### config.mk
export PLATFORM = sky130hd
export DESIGN_NAME = cpu_phase_sequencer
export DESIGN_NICKNAME = d
export VERILOG_FILES = /design/src/rtl/cpu_phase_sequencer.sv
export SDC_FILE = /design/constraint.sdc
export NUM_CORES = 1
export LEC_CHECK = 0
export BUFFER_PORTS_ARGS = -buffer_cell sky130_fd_sc_hd__buf_4
export CAP_MARGIN = 20
export CORE_MARGIN = 3
export CORE_UTILIZATION = 45
export DETAILED_ROUTE_END_ITERATION = 8
export GPL_ROUTABILITY_DRIVEN = 0
export PLACE_DENSITY = 0.75
export SYNTH_ARGS = -nofsm -noshare
export SYNTH_HDL_FRONTEND = slang
export SYNTH_SLANG_ARGS = --single-unit
### constraint.sdc
create_clock -name clk -period 2.5 [get_ports clk]
set_clock_uncertainty 0.05 [all_clocks]
set_input_delay 0.125 -clock clk [delete_from_list [all_inputs] [get_ports clk]]
set_output_delay 0.125 -clock clk [all_outputs]
set_load 0.03 [all_outputs]
### src/rtl/cpu_phase_sequencer.sv
// Phase register and instruction register for a multi-cycle CPU: sequences IF/ID/EXEC/MEM/WB,
// resolves branches and counts retirements. Define SEQ_HALT_ON_ILLEGAL_EN to halt on unsupported instructions.
module cpu_phase_sequencer #(
    parameter int CNT_W = 32
) (
    input  logic             clk,
    input  logic             reset,
    input  logic             stall,
    input  logic [31:0]      mem_rdata,
    input  logic             zero,
    output logic [2:0]       state,
    output logic [31:0]      instruction,
    output logic             branch_taken,
    output logic             illegal,
    output logic             retire,
    output logic [CNT_W-1:0] retired_count
);

    typedef enum logic [2:0] {
        S_IF   = 3'd0,
        S_ID   = 3'd1,
        S_EXEC = 3'd2,
        S_MEM  = 3'd3,
        S_WB   = 3'd4,
        S_HALT = 3'd5
    } phase_e;

    localparam logic [5:0] OP_RTYPE = 6'b000000;
    localparam logic [5:0] OP_J     = 6'b000010;
    localparam logic [5:0] OP_JAL   = 6'b000011;
    localparam logic [5:0] OP_BEQ   = 6'b000100;
    localparam logic [5:0] OP_BNE   = 6'b000101;
    localparam logic [5:0] OP_ADDI  = 6'b001000;
    localparam logic [5:0] OP_XORI  = 6'b001110;
    localparam logic [5:0] OP_LW    = 6'b100011;
    localparam logic [5:0] OP_SW    = 6'b101011;

    localparam logic [5:0] FN_JR    = 6'b001000;
    localparam logic [5:0] FN_ADD   = 6'b100000;
    localparam logic [5:0] FN_SUB   = 6'b100010;
    localparam logic [5:0] FN_SLT   = 6'b101010;

    phase_e           state_q, state_d;
    logic [31:0]      instr_q, instr_d;
    logic             bt_q, bt_d;
    logic             ill_q, ill_d;
    logic             retire_q, retire_d;
    logic [CNT_W-1:0] count_q, count_d;

    logic [5:0] opcode;
    logic [5:0] funct;
    logic       is_rtype;
    logic       is_r_alu;
    logic       is_jr;
    logic       is_j;
    logic       is_jal;
    logic       is_beq;
    logic       is_bne;
    logic       is_lw;
    logic       is_sw;
    logic       is_imm;
    logic       needs_mem;
    logic       is_legal;
    logic       enter_if;

    // Instruction class decode, always taken from the latched IR.
    always_comb begin
        opcode    = instr_q[31:26];
        funct     = instr_q[5:0];
        is_rtype  = (opcode == OP_RTYPE);
        is_r_alu  = is_rtype && ((funct == FN_ADD) || (funct == FN_SUB) || (funct == FN_SLT));
        is_jr     = is_rtype && (funct == FN_JR);
        is_j      = (opcode == OP_J);
        is_jal    = (opcode == OP_JAL);
        is_beq    = (opcode == OP_BEQ);
        is_bne    = (opcode == OP_BNE);
        is_lw     = (opcode == OP_LW);
        is_sw     = (opcode == OP_SW);
        is_imm    = (opcode == OP_ADDI) || (opcode == OP_XORI);
        needs_mem = is_lw || is_sw || is_beq || is_bne;
        is_legal  = is_r_alu || is_jr || is_j || is_jal || needs_mem || is_imm;
    end

    always_comb begin
        state_d  = state_q;
        instr_d  = instr_q;
        bt_d     = bt_q;
        ill_d    = ill_q;
        retire_d = 1'b0;
        count_d  = count_q;
        enter_if = 1'b0;

        case (state_q)
            S_IF: begin
                if (!stall) begin
                    instr_d = mem_rdata;
                    state_d = S_ID;
                end
            end
            S_ID: begin
                if (is_j) begin
                    enter_if = 1'b1;
                end else if (!is_legal) begin
`ifdef SEQ_HALT_ON_ILLEGAL_EN
                    state_d = S_HALT;
                    ill_d   = 1'b1;
`else
                    enter_if = 1'b1;
`endif
                end else begin
                    state_d = S_EXEC;
                end
            end
            S_EXEC: begin
                if (needs_mem) begin
                    state_d = S_MEM;
                end else if (is_jr) begin
                    enter_if = 1'b1;
                end else begin
                    state_d = S_WB;
                end
            end
            S_MEM: begin
                // Branch outcome is committed only on the edge that leaves MEM.
                if (!stall) begin
                    if (is_beq) begin
                        bt_d = zero;
                    end else if (is_bne) begin
                        bt_d = ~zero;
                    end
                    if (is_lw) begin
                        state_d = S_WB;
                    end else begin
                        enter_if = 1'b1;
                    end
                end
            end
            S_WB: begin
                enter_if = 1'b1;
            end
            S_HALT: begin
                state_d = S_HALT;
            end
            default: begin
                // Unreachable encodings recover to IF without counting a retirement.
                state_d = S_IF;
            end
        endcase

        if (enter_if) begin
            state_d  = S_IF;
            retire_d = 1'b1;
            count_d  = count_q + CNT_W'(1);
        end
    end

    always_ff @(posedge clk or posedge reset) begin
        if (reset) begin
            state_q  <= S_IF;
            instr_q  <= 32'd0;
            bt_q     <= 1'b0;
            ill_q    <= 1'b0;
            retire_q <= 1'b0;
            count_q  <= '0;
        end else begin
            state_q  <= state_d;
            instr_q  <= instr_d;
            bt_q     <= bt_d;
            ill_q    <= ill_d;
            retire_q <= retire_d;
            count_q  <= count_d;
        end
    end

    assign state         = state_q;
    assign instruction   = instr_q;
    assign branch_taken  = bt_q;
    assign illegal       = ill_q;
    assign retire        = retire_q;
    assign retired_count = count_q;

endmodule

==> flow_summary.yaml, run 1 <==
cells_and_area:
  final_cell_area_mm2: 0.004609
  fin_util: 0.7057
  drive_gt1_frac: 0.4442
  num-nets-final: 444
  areaGrowthSynthToFinish_pct: 47.48
  final_cell_mix: "buf_4 (117), dfrtp_1 (65), mux2_2 (33), dlygate4sd3_1 (33), xnor2_1 (28)"
  final_common_cell: "buf_4"
  post_layout_nonfiller_instances: 490
global_routing:
  overflow: 0
  antenna_found_initial: 1
  gr-usage-all-layers: 0.2133
  grt_pass1_wl_mm: 12.80
  grt_pass1_vias: 2666
  grt_start_max_net_pins: 33
yosys:
  synth_xor_area_frac: 0.09768
  ys_async_sr_fraction: 1.000
  syn_avg_cell_area_um2: 12.21
  ys_warn_count: 0
  synth_simple_gate_area_frac: 0.1785
  yosysSeqAreaShare: 0.5524
  synthesis.nets: 293
  synth_cell_type_count: 45
  synth_top_family_by_area: "simple AND/OR/NAND/NOR gates"
  synthFlopType: "dfrtp_1"
  synth_top_area_cell: "dfrtp_1"
  netlist_area_mm2: 0.003125
  synthAdderAreaFrac: 0.004003
  synthTopCellsByArea: "dfrtp_1 (55%), mux2_2 (12%), xnor2_1 (7.8%)"
  muxShareOfSynthArea: 0.1189
  synth-compound-area-share: 0.02602
  synthCells: 256
  synth_seq_cells: 69
  synth_edf_count: 0
  synth_top_area_share: 0.5524
sta:
  clock.fmax_ghz: 0.4171
  fin_crit_sh: 0.9589
  setup_tns_ns: 0
  rsz0062_at_grt: "no"
  setup_viol: 0
  slew_viol_final: 0
  fin_crit_ns: 2.397
  finalHoldViolations: 0
  worstMarginPinSlew_ns: 0.5808
  relSlewSlack: 0.6123
setup_path:
  cpLargestDelayFamily: "simple AND/OR/NAND/NOR gates"
  cp.arrival_ns: 2.60
  slowest_delay_ns: 0.55
  crit_fanout: 26
  crit_path_start_kind: "register"
  crit_type: "reg2reg"
  r2r_slack_ns: 0.10
  slowest_stage: "or4_4"
  crit_chain: "or4_4 -> or2_2 -> o31ai_1 -> o211a_2 -> inv_4 -> nand4_1 -> xnor2_1"
  required_ns: 2.70
  cp.buffers_inverters: 1
  end_kind: "register"
placed_design:
  dpl_cell_area_mm2: 0.004064
  dp.cells: 440
  hpwlAfterDp_mm: 5.319
  numPortBuffers: 104
power:
  peakVddDrop_uv: 930.5
  intPower_mw: 3.046
  p_switching_mw: 2.178
  swShare: 0.4169
  seqPwrFrac: 0.332
  power_leakage_nw: 2.056
  p_clk_frac: 0.183
  power_mw: 5.224
  combPwrFrac: 0.485
  p_per_area_mw_per_mm2: 1133
floorplan:
  start_util: 0.4785
  die_h_um: 89.34
  rows: 29
  chipWidth_um: 89.34
  design.die.area_mm2: 0.007982
  ios: 106
  core_mm2: 0.006531
clock_network:
  cts_tree: "yes"
  cts_buffers: 9
  clock_sinks: 69
  root_buffer: "clkbuf_8"
  path_clk_slew_ns: 0.08
  postCtsSetupBuffers: 0
  ctsHtreeMaxLevel: 3
  clk_latency_ns: 0.33
  clk_path_buf_depth: 2
route:
  drt_iter0_drc: 136
  wl_per_cell_um: 16.09
  drt-total-wl_mm: 7.885
  num_vias: 2598
  drc: 0
  postRouteAntennaNets: 0
  first_pass_iters: 4
  via_per_inst: 5.302
run:
  max_cap_viol_count: 0
worst_hold_path:
  hp-class: "in2reg"
status:
  status: "finished, final reports clean"
stage by stage:
stage	hold slack, ns	worst slack (ns)
2_1_floorplan	0.2266	0.005545
3_3_place_gp	0.1762	0.08195
3_5_place_dp	0.1777	0.00006395
4_1_cts	0.09915	0.03154
5_1_grt	0.1122	0.01122
6_report	0.1151	0.1027
kinds of logic after synthesis:
group	after synthesis
simple gates	93
flops	69
xor+xnor	34
mux	33
buf+inv	14
compound gates	11
fa+ha+maj	1
other cells	1
power by group through the flow:
| stage | sequential, mW | clock [mW] | combinational [mW] |
|---|---|---|---|
| after global routing | 1.78 | 1.04 | 2.68 |
| after detailed placement | 1.74 | 0 | 2.48 |
| after CTS | 1.72 | 0.977 | 2.53 |
| after floorplan | 2.43 | 0 | 0.871 |
| after global placement | 1.73 | 0 | 2.43 |
| final | 1.73 | 0.958 | 2.53 |
layout make-up:
class,instances,area (µm²)
inverters,4,17.52
multi-input cells,173,1343
flip-flops and latches,69,1732
clock inverters,4,55.05
diodes,1,2.502
repair buffers,150,1209
well taps,77,96.34
clock buffers,12,155.1
fillers,503,1922
flip-flops by register name (all words and copies together), names as in the netlist:
| signal | flops |
|---|---|
| state | 3 |
| branch_taken | 1 |
| instruction | 32 |
| retire | 1 |
| retired_count | 32 |
synthesized netlist by cell type (all sizes together) (4+ instances only):
library cell	instances
nand2	13
nor4	6
mux2	33
or4	5
nor3	5
nand3	17
inv	4
or3	4
and3	8
xor2	5
nand4	14
buf	6
dfrtp	69
clkbuf	4
nor2	8
xnor2	29
timing repair:
action / in CTS / in global routing
hold endpoints to repair: 58 / 0
hold buffers: 33 / 0
resized for setup: 1 / 1
setup endpoints to repair: 3 / 25
routing by layer:
| metal | part of all wire | wire (µm) | track usage |
|---|---|---|---|
| met1 | 0.40 | 3176 | 0.2546 |
| met2 | 0.53 | 4186 | 0.3583 |
| met3 | 0.047 | 369 | 0.06359 |
| met4 | 0.019 | 153 | 0.09066 |
| met5 | 0 | 0 | 0 |
tightest hold or removal path, cell delays in order:
cell and delay [ns]:
buf_4 0.10, nor4_2 0.04, mux2_2 0.20
final timing paths:
kind	from	endpoint	depth (start not counted)
max reg2reg	instruction[28]	retired_count[13]	7
max	instruction[28]	retired_count[13]	7
min in group asynchronous	reset	retired_count[11]	3
min	stall	instruction[5]	3
max in group asynchronous	reset	instruction[10]	4
min reg2reg	retired_count[31]	retired_count[31]	1
Note: power is estimated with default switching activity, not from simulation.
==> run 2: changes to the inputs <==
--- a/config.mk
+++ b/config.mk
@@ -7,6 +7,7 @@
 export LEC_CHECK = 0
 export BUFFER_PORTS_ARGS = -buffer_cell sky130_fd_sc_hd__buf_4
 export CAP_MARGIN = 20
+export CORE_ASPECT_RATIO = 1.5
 export CORE_MARGIN = 3
 export CORE_UTILIZATION = 45
 export DETAILED_ROUTE_END_ITERATION = 8
==> run 2 against run 1 <==
Compared with the run above: maximum frequency shrank 3.3%; final cell count unchanged; flip-flop and latch count stayed put; critical path depth stayed put; worst hold slack better by 0.033 ns; clock power is essentially flat; count of clock-buffer cells in the layout decreased by 1; critical endpoint is now retired_count[11].
==> flow_summary.yaml, run 2 (synthesis gave the netlist of run 1 again) <==
route:
  postRouteAntennaNets: 0
  wl_per_cell_um: 16.45
  top_layer: "met4"
  dr_wl_met2_mm: 4.288
  drt_iter0_drc: 127
  via_per_inst: 5.316
  met1_length_mm: 2.974
  drt-total-wl_mm: 8.060
  num_vias: 2605
  first_pass_iters: 4
  drc: 0
  met3_length_um: 478
clock_network:
  clock_sinks: 69
  clk_latency_ns: 0.35
  path_clk_slew_ns: 0.07
  ctsHtreeMaxLevel: 3
  cts_tree: "yes"
  cts_buffers: 9
  clk_path_buf_depth: 2
  root_buffer: "clkbuf_8"
floorplan:
  chipWidth_um: 74.05
  ios: 106
  die_h_um: 108.1
  design.die.area_mm2: 0.008002
  start_util: 0.4720
  rows: 36
  core_mm2: 0.006621
setup_path:
  cp.buffers_inverters: 1
  slowest_stage: "or4b_4"
  cp.arrival_ns: 2.66
  r2r_slack_ns: 0.02
  slowest_delay_ns: 0.55
  crit_path_start_kind: "register"
  worstSetupPathDepth: 7
  required_ns: 2.68
  r2r-end: "retired_count[11]"
  reg2regPathDepth: 7
  r2r_start: "instruction[5]"
  crit_end: "retired_count[11]"
  cpLargestDelayFamily: "simple AND/OR/NAND/NOR gates"
  end_kind: "register"
  crit_chain: "or4b_4 -> nor4_4 -> o21bai_1 -> o211a_1 -> buf_4 -> or3_2 -> xnor2_1"
  crit_type: "reg2reg"
  crit_fanout: 6
  startpoint: "instruction[5]"
sta:
  fin_crit_sh: 0.9913
  setup_viol: 0
  relSlewSlack: 0.5277
  hold_ws_ns: 0.1486
  clock.fmax_ghz: 0.4035
  rsz0062_at_grt: "yes"
  finalHoldViolations: 0
  setup_ws_ns: 0.02183
  fin_crit_ns: 2.478
  worstMarginPinSlew_ns: 0.7074
  slew_viol_final: 0
power:
  combPwrFrac: 0.491
  p_clk_frac: 0.182
  p_switching_mw: 2.157
  power_leakage_nw: 2.078
  intPower_mw: 3.136
  p_per_area_mw_per_mm2: 1141
  power_mw: 5.293
  swShare: 0.4075
  peakVddDrop_uv: 598.5
  seqPwrFrac: 0.328
cells_and_area:
  drive_gt1_frac: 0.4420
  n_fill_cell: 483
  fin_util: 0.7007
  final_common_cell: "buf_4"
  areaGrowthSynthToFinish_pct: 48.44
  final_cell_area_mm2: 0.004639
  final_cell_mix: "buf_4 (117), dfrtp_1 (65), mux2_2 (33), dlygate4sd3_1 (33), xnor2_1 (28)"
  num-nets-final: 446
  diodes: 0
run:
  max_cap_viol_count: 0
status:
  status: "finished, final reports clean"
placed_design:
  dpl_cell_area_mm2: 0.004095
  dp_slack_ns: 0.01894
  hpwlAfterDp_mm: 5.505
  numPortBuffers: 104
global_routing:
  gr-usage-all-layers: 0.2187
  overflow: 0
  grt_pass1_wl_mm: 13.02
  grt_pass1_vias: 2682
  antenna_found_initial: 0
  grt_start_max_net_pins: 40
worst_hold_path:
  hp-class: "in2reg"
run 2: worst min-delay path: cells and delay by family:
kind                   cells  cell delay, ns
AOI/OAI and AO/OA          3            0.28
buffers and inverters      1            0.09
run 2: metal layers:
metal	GRT usage	up-vias
li1	-	1229
met1	0.2443	1268
met2	0.3737	88
met3	0.05209	20
met4	0.1205	0
met5	0	-
run 2: worst min path at each step:
stage / start / to / slack (ns) / cells past startpoint
floorplan: mem_rdata[27] / instruction[27] / 0.23 / 1
global placement: reset / instruction[24] / 0.22 / 2
detailed placement: reset / instruction[13] / 0.23 / 2
CTS: stall / state[2] / 0.13 / 4
global route: zero / branch_taken / 0.14 / 3
finish: stall / state[2] / 0.15 / 4
run 2: per-stage QoR:
stage	cells	TNS, ns
3_5_place_dp	440	0
6_report	490	0
4_1_cts	489	0
5_1_grt	490	-0.3891
2_1_floorplan	256	0
3_3_place_gp	440	0
run 2: timing repair:
action / 4_1_cts / 5_1_grt
gates resized for setup: 0 / 0
setup endpoints to repair: 0 / 22
hold buffers: 33 / 0
setup buffers: 0 / 1
hold endpoints to repair: 62 / 0
run 2: power by group through the flow:
stage	Combinational (mW)	Sequential [mW]	Clock (mW)
after detailed placement	2.54	1.74	0
final	2.60	1.73	0.961
after CTS	2.59	1.72	0.989
after global placement	2.51	1.72	0
after global routing	2.77	1.78	1.04
after floorplan	0.871	2.43	0
run 2: cell type report:
class	instances	area (µm²)	share of cell area
clock inverters	5	75.07	0.01618
repair buffers	152	1249	0.2691
flip-flops and latches	69	1732	0.3732
clock buffers	11	131.4	0.02832
inverters	4	15.01	0.003236
multi-input cells	173	1343	0.2894
well taps	76	95.09	0.02050
==> run 3: changes to the inputs <==
--- a/config.mk
+++ b/config.mk
@@ -12,7 +12,10 @@
 export CORE_UTILIZATION = 45
 export DETAILED_ROUTE_END_ITERATION = 8
 export GPL_ROUTABILITY_DRIVEN = 0
+export MAX_ROUTING_LAYER = met4
 export PLACE_DENSITY = 0.75
+export RECOVER_POWER = 25
+export REMOVE_ABC_BUFFERS = 1
 export SYNTH_ARGS = -nofsm -noshare
 export SYNTH_HDL_FRONTEND = slang
 export SYNTH_SLANG_ARGS = --single-unit
==> run 3 against run 2 <==
Compared with the run above: combinational power is 13% lower; count of clock-buffer cells in the layout did not move; total power is 9.9% lower; critical path type unchanged.
==> flow_summary.yaml, run 3 (synthesis gave the netlist of run 1 again) <==
sta:
  relSlewSlack: 0.3995
  worstMarginPinSlew_ns: 0.8994
  rsz0062_at_grt: "no"
  finalHoldViolations: 0
  fin_crit_ns: 2.392
  setup_viol: 0
  fin_crit_sh: 0.9570
  slew_viol_final: 0
  clock.fmax_ghz: 0.4180
  setup_ws_ns: 0.1076
  hold_ws_ns: 0.1312
route:
  num_vias: 2552
  first_pass_iters: 4
  wl_per_cell_um: 15.77
  drt_iter0_drc: 106
  drt-total-wl_mm: 7.680
  via_per_inst: 5.240
  postRouteAntennaNets: 0
  drc: 0
global_routing:
  gr-usage-all-layers: 0.2082
  grt_start_max_net_pins: 44
  antenna_found_initial: 0
  grt_pass1_vias: 2595
  grt_pass1_wl_mm: 12.43
  overflow: 0
cells_and_area:
  num-nets-final: 443
  final_cell_mix: "dfrtp_1 (69), buf_4 (65), clkbuf_1 (53), mux2_2 (33), dlygate4sd3_1 (33)"
  fin_util: 0.6565
  final_cell_area_mm2: 0.004347
  areaGrowthSynthToFinish_pct: 39.07
  diodes: 0
  drive_gt1_frac: 0.3041
  final_common_cell: "dfrtp_1"
power:
  power_leakage_nw: 1.839
  p_per_area_mw_per_mm2: 1097
  peakVddDrop_uv: 591.7
  power_mw: 4.768
setup_path:
  end_kind: "register"
  r2r_start: "instruction[27]"
  r2r-end: "retired_count[30]"
  crit_type: "reg2reg"
  crit_end: "retired_count[30]"
  crit_path_start_kind: "register"
  crit_fanout: 6
  r2r_slack_ns: 0.11
  startpoint: "instruction[27]"
  cp.arrival_ns: 2.54
  required_ns: 2.65
  reg2regPathDepth: 7
clock_network:
  postCtsSetupBuffers: 0
  clk_path_buf_depth: 2
  clk_latency_ns: 0.34
  clock_sinks: 69
  root_buffer: "clkbuf_8"
  cts_buffers: 9
  cts_tree: "yes"
  path_clk_slew_ns: 0.07
  ctsHtreeMaxLevel: 3
floorplan:
  design.die.area_mm2: 0.008002
  ios: 106
  chipWidth_um: 74.05
  core_mm2: 0.006621
  rows: 36
  start_util: 0.4720
  die_h_um: 108.1
placed_design:
  dpl_cell_area_mm2: 0.004046
  hpwlAfterDp_mm: 5.375
  numPortBuffers: 104
  dp_slack_ns: 0.08362
status:
  status: "finished, final reports clean"
worst_hold_path:
  whs_path_depth: 3
  hp-class: "in2reg"
run:
  max_cap_viol_count: 0
-- run 3: changes by cell type in the layout (fill, tap and decap cells not counted), sizes merged --
| cell | before | now |
|---|---|---|
| clkinv | 3 | 4 |
| clkinvlp | 0 | 1 |
| buf | 119 | 65 |
| clkbuf | 11 | 62 |
| bufinv | 2 | 0 |
-- run 3: stage by stage --
step / TNS (ns) / instances
after floorplan: -64.40 / 246
after global placement: 0 / 438
after detailed placement: 0 / 438
after CTS: 0 / 487
after global routing: 0 / 487
final: 0 / 487
-- run 3: critical path, stage by stage, from the launching register on --
cell and delay [ns]:
dfrtp_1 0.39, or4_4 0.56, or2_2 0.29, o31ai_1 0.26, o211a_2 0.31, buf_4 0.18
nor4_1 0.07, xor2_1 0.14
-- run 3: per-layer routing --
metal | share of wire | track usage
met1 | 0.37 | 0.2414
met2 | 0.55 | 0.3490
met3 | 0.053 | 0.03628
met4 | 0.028 | 0.08938
met5 | 0 | -
-- run 3: worst min-delay path by stage --
stage	startpoint	end	slack (ns)
2_1_floorplan	mem_rdata[0]	instruction[0]	0.23
3_3_place_gp	mem_rdata[30]	instruction[30]	0.31
3_5_place_dp	mem_rdata[31]	instruction[31]	0.31
4_1_cts	zero	branch_taken	0.12
5_1_grt	zero	branch_taken	0.18
6_report	zero	branch_taken	0.13
-- run 3: where the power goes --
part / total, mW / leakage (nW) / switching [mW] / internal, mW
combinational: 2.27 / 0.913 / 1.43 / 0.846
sequential: 1.73 / 0.843 / 0.277 / 1.46
clock: 0.758 / 0.0829 / 0.405 / 0.353
total: 4.77 / 1.84 / 2.11 / 2.66
-- run 3: final cells by class --
class	count	area, µm²
clock inverter	5	27.53
sequential	69	1727
clock buffer	11	131.4
multi-input combinational	173	1339
timing repair buffer	149	1010
inverter	4	17.52
tap	76	95.09
fill	570	2275
-- run 3: what timing repair did --
action | in CTS | in global routing
hold buffers | 33 | 0
hold endpoints to repair | 72 | 0
gates resized for setup | 0 | 3
endpoints found under the setup margin | 0 | 21
